===== src/rtl/apb_reg_demux.sv =====
// APB3 slave steering byte writes into CTRL/TX slots
// and capturing RX bytes from the I2C engine.
module apb_reg_demux #(
  parameter int ADDR_W      = 4,
  parameter int WAIT_STATES = 0
) (
  input  logic              clk,
  input  logic              rst,
  input  logic              PSEL,
  input  logic              PENABLE,
  input  logic              PWRITE,
  input  logic [ADDR_W-1:0] PADDR,
  input  logic [7:0]        PWDATA,
  output logic [7:0]        PRDATA,
  output logic              PREADY,
  output logic              PSLVERR,
  output logic [7:0]        ctrl_out,
  output logic [7:0]        tx_data,
  output logic              tx_valid,
  input  logic              tx_ready,
  input  logic [7:0]        rx_data,
  input  logic              rx_valid,
  output logic              rx_full,
  output logic              rx_overrun
);

  typedef enum logic [1:0] {
    IDLE   = 2'd0,
    SETUP  = 2'd1,
    ACCESS = 2'd2
  } state_t;

  localparam logic [2:0] WS = 3'(WAIT_STATES);

  state_t            state;
  state_t            state_nx;
  logic [2:0]        cnt;
  logic [ADDR_W-1:0] a_q;
  logic              w_q;
  logic [7:0]        d_q;
  logic [6:0]        ctrl_q;
  logic [7:0]        rx_q;

  logic [1:0] sel;
  logic       hi_bad;
  logic       done;
  logic       err;
  logic       commit;
  logic       wr_ctrl;
  logic       wr_tx;
  logic       rd_any;
  logic       rd_rx;
  logic [7:0] rd_val;

  assign ctrl_out = {1'b0, ctrl_q};

  // State register
  always_ff @(posedge clk) begin
    if (rst) state <= IDLE;
    else     state <= state_nx;
  end

  // Next-state: APB phase tracking with abort paths
  always_comb begin
    state_nx = state;
    unique case (state)
      IDLE: begin
        if (PSEL && !PENABLE) state_nx = SETUP;
      end
      SETUP: begin
        if (PSEL && PENABLE) state_nx = ACCESS;
        else                 state_nx = IDLE;
      end
      ACCESS: begin
        if (done) begin
          if (PSEL && !PENABLE) state_nx = SETUP;
          else                  state_nx = IDLE;
        end else if (!PSEL) begin
          state_nx = IDLE;
        end
      end
      default: state_nx = IDLE;
    endcase
  end

  // Wait counter and command latch taken on SETUP entry
  always_ff @(posedge clk) begin
    if (rst) begin
      cnt <= 3'd0;
      a_q <= '0;
      w_q <= 1'b0;
      d_q <= 8'd0;
    end else begin
      if (state == ACCESS && state_nx == ACCESS)
        cnt <= cnt + 3'd1;
      else
        cnt <= 3'd0;
      if (state_nx == SETUP) begin
        a_q <= PADDR;
        w_q <= PWRITE;
        d_q <= PWDATA;
      end
    end
  end

  // Outputs: completion, error and slot decode
  always_comb begin
    sel     = a_q[1:0];
    hi_bad  = |a_q[ADDR_W-1:2];
    done    = (state == ACCESS) && (cnt == WS);
    err     = hi_bad
            || (w_q && sel == 2'd3)
            || (w_q && sel == 2'd2
                && tx_valid && !tx_ready);
    PREADY  = done;
    PSLVERR = done && err;
    commit  = done && !err;
    wr_ctrl = commit && w_q && sel == 2'd1;
    wr_tx   = commit && w_q && sel == 2'd2;
    rd_any  = commit && !w_q;
    rd_rx   = rd_any && sel == 2'd3;
    rd_val  = PRDATA;
    unique case (1'b1)
      sel == 2'd1: rd_val = {rx_overrun, ctrl_q};
      sel == 2'd2: rd_val = tx_data;
      sel == 2'd3: rd_val = rx_q;
      default:     rd_val = PRDATA;
    endcase
  end

  // Register file, TX handshake and RX capture
  always_ff @(posedge clk) begin
    if (rst) begin
      PRDATA     <= 8'd0;
      ctrl_q     <= 7'd0;
      tx_data    <= 8'd0;
      tx_valid   <= 1'b0;
      rx_q       <= 8'd0;
      rx_full    <= 1'b0;
      rx_overrun <= 1'b0;
    end else begin
      if (rd_any) PRDATA <= rd_val;
      if (wr_ctrl) ctrl_q <= d_q[6:0];
      if (wr_tx) begin
        tx_data  <= d_q;
        tx_valid <= 1'b1;
      end else if (tx_valid && tx_ready) begin
        tx_valid <= 1'b0;
      end
      if (rx_valid && (!rx_full || rd_rx)) begin
        rx_q    <= rx_data;
        rx_full <= 1'b1;
      end else if (rd_rx) begin
        rx_full <= 1'b0;
      end
      if (rx_valid && rx_full && !rd_rx)
        rx_overrun <= 1'b1;
      else if (wr_ctrl && d_q[7])
        rx_overrun <= 1'b0;
    end
  end

endmodule


===== config.mk =====
export PLATFORM = sky130hd
export DESIGN_NAME = apb_reg_demux
export DESIGN_NICKNAME = d
export VERILOG_FILES = /design/src/rtl/apb_reg_demux.sv
export SDC_FILE = /design/constraint.sdc
export NUM_CORES = 1
export LEC_CHECK = 0
export CAP_MARGIN = 40
export CORE_UTILIZATION = 52
export DETAILED_ROUTE_END_ITERATION = 16
export PLACE_DENSITY = 0.84
export SYNTH_ARGS = -nofsm -noshare
export SYNTH_HDL_FRONTEND = slang
export SYNTH_SLANG_ARGS = --single-unit

===== constraint.sdc =====
create_clock -name clk -period 4 [get_ports clk]
set_input_delay 0.6 -clock clk [delete_from_list [all_inputs] [get_ports clk]]
set_output_delay 0.6 -clock clk [all_outputs]
set_load 0.05 [all_outputs]

---- Word level (Yosys, flattened, before mapping) ----
Index checks and enable logic that the tools add are counted.
word-level totals
  register bits ........................... 52
  input port bits ......................... 27
  logic and storage cells ................. 72
operators by class
  add/sub/neg operators ................... 1
  equal/unequal tests ..................... 7
  muxes and demuxes ....................... 13
  bitwise logic cells ..................... 1
  reductions and logical operators ........ 38
operators by type and width
  operator                                                               number
  8-bit case mux with 3 select lines                                     1
  1-bit logical AND                                                      20
  2-bit equality test, second input constant                             4
  2-bit two-way mux                                                      4
  1-bit two-way mux                                                      7
  2-bit by 1-bit equality test with 1-bit output, second input constant  3
  1-bit zero test                                                        6
  2-bit case mux with 3 select lines                                     1
  2-bit nonzero test                                                     3
  2-bit OR reduction                                                     2
  3-bit by 1-bit adder with 3-bit output, second input constant          1
  3-bit zero test                                                        1
  1-bit logical OR                                                       3
  3-bit nonzero test                                                     1
  2-bit zero test                                                        1
  2-bit AND reduction                                                    1
  1-bit NOT                                                              1

---- Depth between registers and ports, before layout ----
Gate-level depths: netlist of the first run.
  depth in word-level cells ............... 12
  depth in mapped cells ................... 8
  gate-level depth less buffers ........... 7

---- Least setup slack after synthesis of the first run ----
Ideal clock, no wire load.
  kind .................................... register -> output
  start ................................... reg tx_valid
  end ..................................... out PSLVERR
  arrival time ............................ 1753 ps
  slack ................................... 1647 ps
  cell stages (with the launch flop) ...... 4
  buffers on the path ..................... 0
  cell sequence ........................... dfxtp_1 > nor2b_1 > o21bai_1 > a21oi_1
on the way
  word-level cells in the longest chain between the ends .. 4
RTL lines
  what                            RTL line  text
  from (decl)                     19        output logic tx_valid,
  from (signal assigned)          137       tx_valid <= 1'b0;
  from (signal assigned)          146       tx_valid <= 1'b1;
  from (signal assigned)          148       tx_valid <= 1'b0;
  1-bit logical AND (2 in a row)  114       && tx_valid && !tx_ready);
  1-bit logical OR                113       || (w_q && sel == 2'd2
  1-bit logical AND               116       PSLVERR = done && err;
  to (decl)                       16        output logic PSLVERR,
No other way between the ends.

---- Final worst setup path of the first run ----
  start ................................... reg a_q[1]
  end ..................................... out PSLVERR
on the way
  word-level cells in the longest chain between the ends .. 6
RTL lines
  what                            RTL line  text
  from (decl)                     38        logic [ADDR_W-1:0] a_q;
  from (signal assigned)          90        a_q <= '0;
  from (signal assigned)          99        a_q <= PADDR;
  2-bit equality test             113
  1-bit logical AND               113
  1-bit logical AND (2 in a row)  114
  1-bit logical OR (*)            113
  1-bit logical AND (*)           116
Every way passes the cells marked *; elsewhere a longest branch is shown, timed or not.

==> results of run 1 <==
## state kept, by name, indices dropped and copies added, names as in the netlist
register and cells:
d_q 8, w_q 1, a_q 4, state 2
tx_valid 1, cnt 3, ctrl_q 7, rx_q 8
tx_data 8, rx_full 1, PRDATA 8, rx_overrun 1
## area by class of cell
cell class / count / area, µm² / area share
flip-flops and latches: 52 / 1040 / 0.362
multi-input cells: 160 / 1070 / 0.371
repair buffers: 59 / 573 / 0.199
well taps: 50 / 62.6 / 0.0217
clock inverters: 2 / 35.0 / 0.0122
clock buffers: 6 / 72.6 / 0.0252
inverters: 7 / 26.3 / 0.00913
## metrics by stage
| stage | area [µm²] | cells | util |
|---|---|---|---|
| after global routing | 2880 | 336 | 0.714 |
| after floorplan | 2190 | 232 | - |
| final | 2880 | 336 | 0.714 |
| after global placement | 2760 | 326 | 0.685 |
| after CTS | 2880 | 336 | 0.714 |
| after detailed placement | 2770 | 328 | 0.688 |
## critical path: stages, from the launching register on
cell	delay, ns
sky130_fd_sc_hd__dfxtp_1	0.75
sky130_fd_sc_hd__nand2_1	0.17
sky130_fd_sc_hd__o21bai_1	0.20
sky130_fd_sc_hd__a21oi_1	0.17
sky130_fd_sc_hd__clkdlybuf4s50_1	0.82
## Yosys cell counts (2+ instances only)
master / n
sky130_fd_sc_hd__o21ai_0: 9
sky130_fd_sc_hd__nor2b_1: 4
sky130_fd_sc_hd__ha_1: 2
sky130_fd_sc_hd__clkbuf_1: 8
sky130_fd_sc_hd__nand3_1: 8
sky130_fd_sc_hd__a21oi_1: 18
sky130_fd_sc_hd__nand2_1: 4
sky130_fd_sc_hd__dfxtp_1: 52
sky130_fd_sc_hd__buf_2: 3
sky130_fd_sc_hd__nor2_1: 52
sky130_fd_sc_hd__inv_1: 7
sky130_fd_sc_hd__mux2i_1: 44
sky130_fd_sc_hd__nor3_1: 3
## path summary, 6_finish.rpt
kind | end | slack [ns] | from | cells past startpoint
worst min register to register | cnt[0]$_SDFF_PP0_ | 0.48 | cnt[0]$_SDFF_PP0_ | 1
worst min-delay path | cnt[0]$_SDFF_PP0_ | 0.48 | cnt[0]$_SDFF_PP0_ | 1
worst max register to register | rx_overrun$_SDFFE_PP0P_ | 1.46 | a_q[0]$_SDFFE_PP0N_ | 4
worst max-delay path | PSLVERR | 0.99 | a_q[1]$_SDFFE_PP0N_ | 4
## logic make-up (layout without fill, tap and decap cells)
group,after synthesis,count (layout)
muxes,44,44
and+or+nand+nor,79,79
other,1,1
AOI/OAI and AO/OA,33,33
DFF,52,52
adders and majority gates,2,2
xor gates and xnor gates,1,1
buffers and inverters,20,74
## report_power, final
part | total (mW) | internal, mW | switching [mW]
Combinational | 0.0919 | 0.0492 | 0.0427
Sequential | 0.546 | 0.531 | 0.0151
Clock | 0.353 | 0.186 | 0.167
## placed cells by master (no fill, tap or decap), types with 2 or more instances in the layout
master                            count
sky130_fd_sc_hd__mux2i_1             44
sky130_fd_sc_hd__ha_1                 2
sky130_fd_sc_hd__nor2b_1              4
sky130_fd_sc_hd__dfxtp_1             52
sky130_fd_sc_hd__o21ai_0              9
sky130_fd_sc_hd__inv_1                7
sky130_fd_sc_hd__a21oi_1             18
sky130_fd_sc_hd__nor2_1              52
sky130_fd_sc_hd__nor3_1               3
sky130_fd_sc_hd__buf_4                3
sky130_fd_sc_hd__nand3_1              8
sky130_fd_sc_hd__clkdlybuf4s50_1     54
sky130_fd_sc_hd__buf_2                2
sky130_fd_sc_hd__nand2_1              4
sky130_fd_sc_hd__clkbuf_8             5
## per-layer routing
metal / track usage / up-vias
met5: 0 / -
met4: 0.0718 / 0
met3: 0.0565 / 5
met2: 0.412 / 48
met1: 0.323 / 837
li1: - / 891
==> impl.org, run 1 <==
** Run status
- The flow ran to the end, and the final reports show no timing, DRC or antenna violations.

** Worst setup path
- Type of origin of the critical path :: flip-flop
- Data required time at the worst endpoint :: 3.40 ns
- Of all nets on the critical path, the largest fanout is 21.
- Worst setup path category :: flip-flop to output port
- Worst path arrival time :: 2.41 ns
- Kind of capture point of the worst setup path :: output port

** Yosys
- Among all flip-flop cells after synthesis, the most frequent one is sky130_fd_sc_hd__dfxtp_1.
- Post-synthesis net count :: 261
- Xor-xnor portion of the synthesized cell area :: 0.00400
- For this run, the register share of the synthesized area comes to 0.475.
- By area, the combinational part of the netlist is dominated by multiplexers.
- Counting flops with an async set or reset pin after synthesis yields a share of 0.
- Distinct cell type count after synthesis :: 31
- Cells after synthesis :: 232
- Of the total synthesized cell area, the portion taken by AND, OR, NAND and NOR gates is 0.165.
- Count of flip-flops with a built-in enable after synthesis :: 0
- Synth Area in Compound Gates :: 0.101
- Adder-cell share of the synthesized area :: 0.0114
- Ranked by total cell area, the synthesized netlist is headed by sky130_fd_sc_hd__dfxtp_1 (47%), sky130_fd_sc_hd__mux2i_1 (20%), sky130_fd_sc_hd__nor2_1 (8.9%), sky130_fd_sc_hd__a21oi_1 (4.1%), sky130_fd_sc_hd__o21ai_0 (2.1%).
- Number of flip-flops and latches in the synthesized netlist :: 52
- Average instance area after synthesis :: 9.45 µm²
- During synthesis, Yosys emitted a total of 0 warnings.
- Cell type contributing the most total cell area after synthesis :: sky130_fd_sc_hd__dfxtp_1
- Combined area of all synthesized cells :: 2190 µm²
- Of the post-synthesis cell area, the dominant cell type holds 0.475.
- Measured against the total synthesized area, the mux share comes to 0.201.

** GRT
- Combined global-route utilization of all metal layers :: 0.250
- Pin count of the biggest net entering global routing :: 30
- The number of antenna violations at the first check in global routing was 0.
- Overall overflow remaining after global route :: 0
- The via count of the first global-routing pass was 1720.
- Global-route wire length before repair :: 8190 µm

** Place
- Timing analysis after detailed placement gives a worst setup slack of 1.10 ns.
- After legalization and detailed placement, the total HPWL measured 3470 µm.
- Routability congestion estimate :: 0.786
- Count of port buffers added during placement :: 54

** Drt
- The detail route stage leaves a number of antenna-violating nets equal to 0.
- The first routing iteration left 98 violations.
- Detail Route met2 WL :: 2390 µm
- Detailed Route WL :: 4890 µm
- Vias per cell :: 5.30
- Total DRC errors in the routed layout :: 0
- The final route contains 1781 vias.
- Post-Route M1 WL :: 2180 µm
- 1st-pass router iterations :: 4
- Highest routed metal layer :: met4
- Dividing the detail-routed wire length by the instance count gives 14.5 µm.
- Sum of met3 wire segment lengths after detailed routing :: 266 µm

** Clocking
- The clock passes through at most 2 buffers.
- Post-CTS setup-driven buffer insertion count :: 0
- Clock Tree Root :: sky130_fd_sc_hd__clkbuf_8
- Counting the buffers created by CTS gives 5.
- Number of buffers inserted for hold repair after clock tree synthesis :: 0
- In this run the number of H-tree levels came out at 2.
- Clk sink count :: 52
- After clock tree synthesis, the clock-pin slew on the worst setup and hold paths is 0.09 ns.
- CTS tree :: yes
- Clock latency on the worst-skew pair, taken at its later pin, is 0.30 ns.
- CTS-repair resized insts :: 0

** Final layout
- The repair_antennas step left the layout with diodes totalling 0.
- Relative to the synthesized area, the layout overhead comes to 31.3%.
- The final layout contains 314 nets.
- Layout cells sized above 1 :: 0.0594
- Count of filler cells inserted in the layout :: 328

** Floorplan
- In this run the standard cell core region covers 4030 µm².
- The die is 66.9 µm wide.
- Row generation in the floorplan step produced 23 rows.
- The die is 66.9 µm tall.
- 56 I/O pins were placed.
- For this configuration, the core starts out at a cell density of 0.544.
- The die covers 4480 µm².

** Power and ir drop
- Peak supply drop :: 0.000253 V
- Power spread over the standard cell area amounts to 344 nW/µm².
- Leakage power summed over all cells :: 1.11 nW
- Overall power consumption after layout is estimated at 0.990 mW.

** Timing
- Worst Max-Slew Pin Slew :: 0.829 ns
- Between clock sinks in the finished design, the worst skew comes to 0.00877 ns.
- Setup repair after global routing left no endpoint under its margin.
- Setup violations remaining at the end of the flow were counted as 0.
- Max Clock Freq :: 0.332 GHz
- Setup total negative slack on the finished layout was measured at 0 ns.
- Of the available clock period, the critical path in the final layout requires 0.752.
- Slack of the critical path :: 0.992 ns
- Post-Route Hold Slack :: 0.482 ns
- The number of max-slew violations in the final report was 0.
- Headroom to the max-slew limit came out at 0.446.
- The final-report hold violation count is 0.
- Min cycle time layout :: 3.01 ns

** Hold path
- Class of the tightest hold or removal check :: flip-flop to flip-flop

** Flow run
- Max-cap violations in this run came to 0.
Power figures use the tool's default switching activity.
==> inputs of run 2 (changes only) <==
--- a/config.mk
+++ b/config.mk
@@ -6,9 +6,9 @@
 export NUM_CORES = 1
 export LEC_CHECK = 0
 export CAP_MARGIN = 40
-export CORE_UTILIZATION = 52
+export CORE_UTILIZATION = 43
 export DETAILED_ROUTE_END_ITERATION = 16
-export PLACE_DENSITY = 0.84
+export PLACE_DENSITY = 0.74
 export SYNTH_ARGS = -nofsm -noshare
 export SYNTH_HDL_FRONTEND = slang
 export SYNTH_SLANG_ARGS = --single-unit
==> constraint.sdc (replaced) <==
create_clock -name clk -period 2.4 [get_ports clk]
set_input_delay 0.36 -clock clk [delete_from_list [all_inputs] [get_ports clk]]
set_output_delay 0.36 -clock clk [all_outputs]
set_load 0.05 [all_outputs]
==> impl.org, run 2 (same netlist as run 1, synthesis figures left out) <==
** Timing
- Post-Route Hold Slack :: 0.453 ns
- Setup violations remaining at the end of the flow were counted as 0.
- In this run the tightest slew margin relative to its limit is 0.575.
- Setup repair after global routing left no endpoint under its margin.
- The final-report hold violation count is 0.
- Derived from the worst setup path, the maximum achievable clock frequency is 0.505 GHz.
- Subtracting the final worst setup slack from the clock period gives 1.98 ns.
- Post-route fraction of the period consumed by the critical path :: 0.826
- Clock skew on the completed layout was measured at 0.00454 ns.
- Worst Max-Slew Pin Slew :: 0.636 ns
- In the final timing run, aggregate negative setup slack is 0 ns.
- Pins Over Slew Limit :: 0
- Slack of the critical path :: 0.418 ns

** GRT
- Pin count of the biggest net entering global routing :: 50
- Global-route met2 utilization :: 0.326
- The number of antenna violations at the first check in global routing came to 0.
- Met3 Track Usage GR :: 0.0508
- Most utilized layer in the global route result :: met2
- Met1 demand-to-capacity share in global routing :: 0.259
- Summed over all layers, the global routing overflow is 0.
- Vias in the first global route :: 1651
- The first global-routing pass estimated 7900 µm of wire.
- In the global route stage, overall resource usage came out at 0.198.

** Final layout
- Commonest cells after routing, fill and taps aside :: sky130_fd_sc_hd__dfxtp_1 (52), sky130_fd_sc_hd__nor2_1 (52), sky130_fd_sc_hd__clkdlybuf4s50_1 (52), sky130_fd_sc_hd__mux2i_1 (44), sky130_fd_sc_hd__a21oi_1 (18)
- In the final layout, the share of cells above drive strength 1 is 0.0828.
- The number of antenna diodes in the final layout is 0.
- Compared with the post-synthesis result, the final layout area differs by 34.4%.
- For this run, the post-layout net count is 318.
- Once layout is done, the placed cells without fillers occupy 2950 µm².

** Clocking
- The clock reaches the later pin of the worst-skew pair after 0.31 ns.
- Clock transition time at the flip-flop clock pins of the worst setup and hold paths :: 0.09 ns
- In this run, post-CTS repair resized a total of 0 instances.
- Number of H-tree branching levels :: 2
- CTS tree :: yes
- TritonCTS created 5 clock buffers.
- Post-CTS setup-driven buffer insertion count :: 0
- In this run the clock root is driven by a sky130_fd_sc_hd__clkbuf_8.
- Clock tree synthesis found a total of 52 sinks.
- The number of hold buffers added after CTS was 0.
- Counting along the longest clock path gives a buffer depth of 2.

** Floorplan
- Pin placement for this block handled 56 I/O pins.
- Vert. Die Dim :: 73.4 µm
- The floorplan step set the die width to 73.4 µm.
- Placeable core area :: 4820 µm²
- Total Die Area :: 5390 µm²
- For this configuration, the core starts out at a cell density of 0.455.
- Number of rows in the core area :: 25

** Place
- During placement, the flow inserted port buffers numbering 54.
- The placed instances occupy a cell area of 2830 µm².
- Pre-CTS WS :: 0.464 ns
- Final HPWL DP :: 3370 µm
- Routability congestion estimate :: 0.748

** Power and ir drop
- Dividing total power by cell area gives a power density of 566 nW/µm².
- For this design the static power due to leakage is 1.13 nW.
- Power consumption :: 1.67 mW
- Peak supply drop :: 0.000349 V

** Drt
- DR vias :: 1766
- In this run, the number of DRC markers left after iteration 0 of detailed routing was 107.
- 1st-pass router iterations :: 4
- After detailed routing, the number of remaining DRC violations is 0.
- Once detail routing completed, the nets flagged for antenna violations numbered 0.
- After detailed routing, the number of vias per cell comes to 4.95.
- Wires add up to 4960 µm.
- Routed wirelength normalized by instance count :: 13.9 µm

** Run status
- The flow ran to the end, and the final reports show no timing, DRC or antenna violations.

** Worst setup path
- Worst setup path category :: flip-flop to output port
- Worst-path cell chain :: inv_1 -> ha_1 -> nand4bb_1 -> inv_1 -> buf_4
- Critical-path top delay cell :: sky130_fd_sc_hd__dfxtp_1
- Cell family with the largest share of critical-path delay :: buffers and inverters
- Worst path bufs/invs :: 3
- The worst setup path is captured at an output port.
- Worst path arrival time :: 1.62 ns
- Slack of the worst reg-to-reg path :: 0.49 ns
- Cell with the most instances on the worst path :: sky130_fd_sc_hd__inv_1
- Worst-path fanout max :: 5
- Data required time at the worst endpoint :: 2.04 ns
- The largest single stage delay on the critical path is 0.33 ns.
- The worst setup path is launched from a flip-flop.

** Hold path
- Class of the tightest hold or removal check :: flip-flop to flip-flop

** Flow run
- Max-capacitance violation count :: 0
run 2: cell types whose count changed in the layout (fill, tap and decap cells not counted):
cell / change
sky130_fd_sc_hd__buf_12: +1
sky130_fd_sc_hd__buf_2: -2
sky130_fd_sc_hd__buf_4: +7
sky130_fd_sc_hd__clkbuf_1: -1
sky130_fd_sc_hd__clkdlybuf4s50_1: -2
sky130_fd_sc_hd__clkinvlp_4: +1
run 2: path summary, 6_finish.rpt:
path                      from                    to  cells past startpoint
max          cnt[0]$_SDFF_PP0_                PREADY                      5
min          cnt[0]$_SDFF_PP0_     cnt[0]$_SDFF_PP0_                      1
max reg2reg  cnt[0]$_SDFF_PP0_  rx_q[4]$_SDFFE_PP0P_                      7
min reg2reg  cnt[0]$_SDFF_PP0_     cnt[0]$_SDFF_PP0_                      1
run 2: power breakdown:
group | switching, mW | internal [mW] | total [mW] | leakage (nW)
sequential | 0.0175 | 0.884 | 0.902 | 0.422
combinational | 0.0802 | 0.0840 | 0.164 | 0.658
clock | 0.292 | 0.309 | 0.600 | 0.0541
total | 0.389 | 1.28 | 1.67 | 1.13
run 2: per-layer routing:
layer	vias to the layer above	wire, µm	part of all wire
li1	900	-	-
met1	810	2300	0.46
met2	52	2290	0.46
met3	4	338	0.068
met4	0	28	0.0056
met5	-	0	0
run 2: layout make-up:
| class | count | area, µm² |
|---|---|---|
| Clock buffer | 5 | 68.8 |
| Clock inverter | 3 | 42.5 |
| Fill cell | 438 | 1870 |
| Inverter | 7 | 26.3 |
| Multi-Input combinational cell | 160 | 1070 |
| Sequential cell | 52 | 1040 |
| Tap cell | 67 | 83.8 |
| Timing Repair Buffer | 63 | 616 |
run 2: per-stage QoR:
step	instances	utilization
after floorplan	232	-
after global placement	349	0.588
after detailed placement	349	0.588
after CTS	357	0.611
after global routing	357	0.611
final	357	0.611
run 2: worst register-to-register path, stage by stage (launching register included):
cell,delay (ns)
sky130_fd_sc_hd__dfxtp_1,0.36
sky130_fd_sc_hd__inv_1,0.05
sky130_fd_sc_hd__ha_1,0.23
sky130_fd_sc_hd__nand4bb_1,0.21
sky130_fd_sc_hd__inv_1,0.17
sky130_fd_sc_hd__a41oi_4,0.46
sky130_fd_sc_hd__mux2i_1,0.26
sky130_fd_sc_hd__nor2_1,0.05
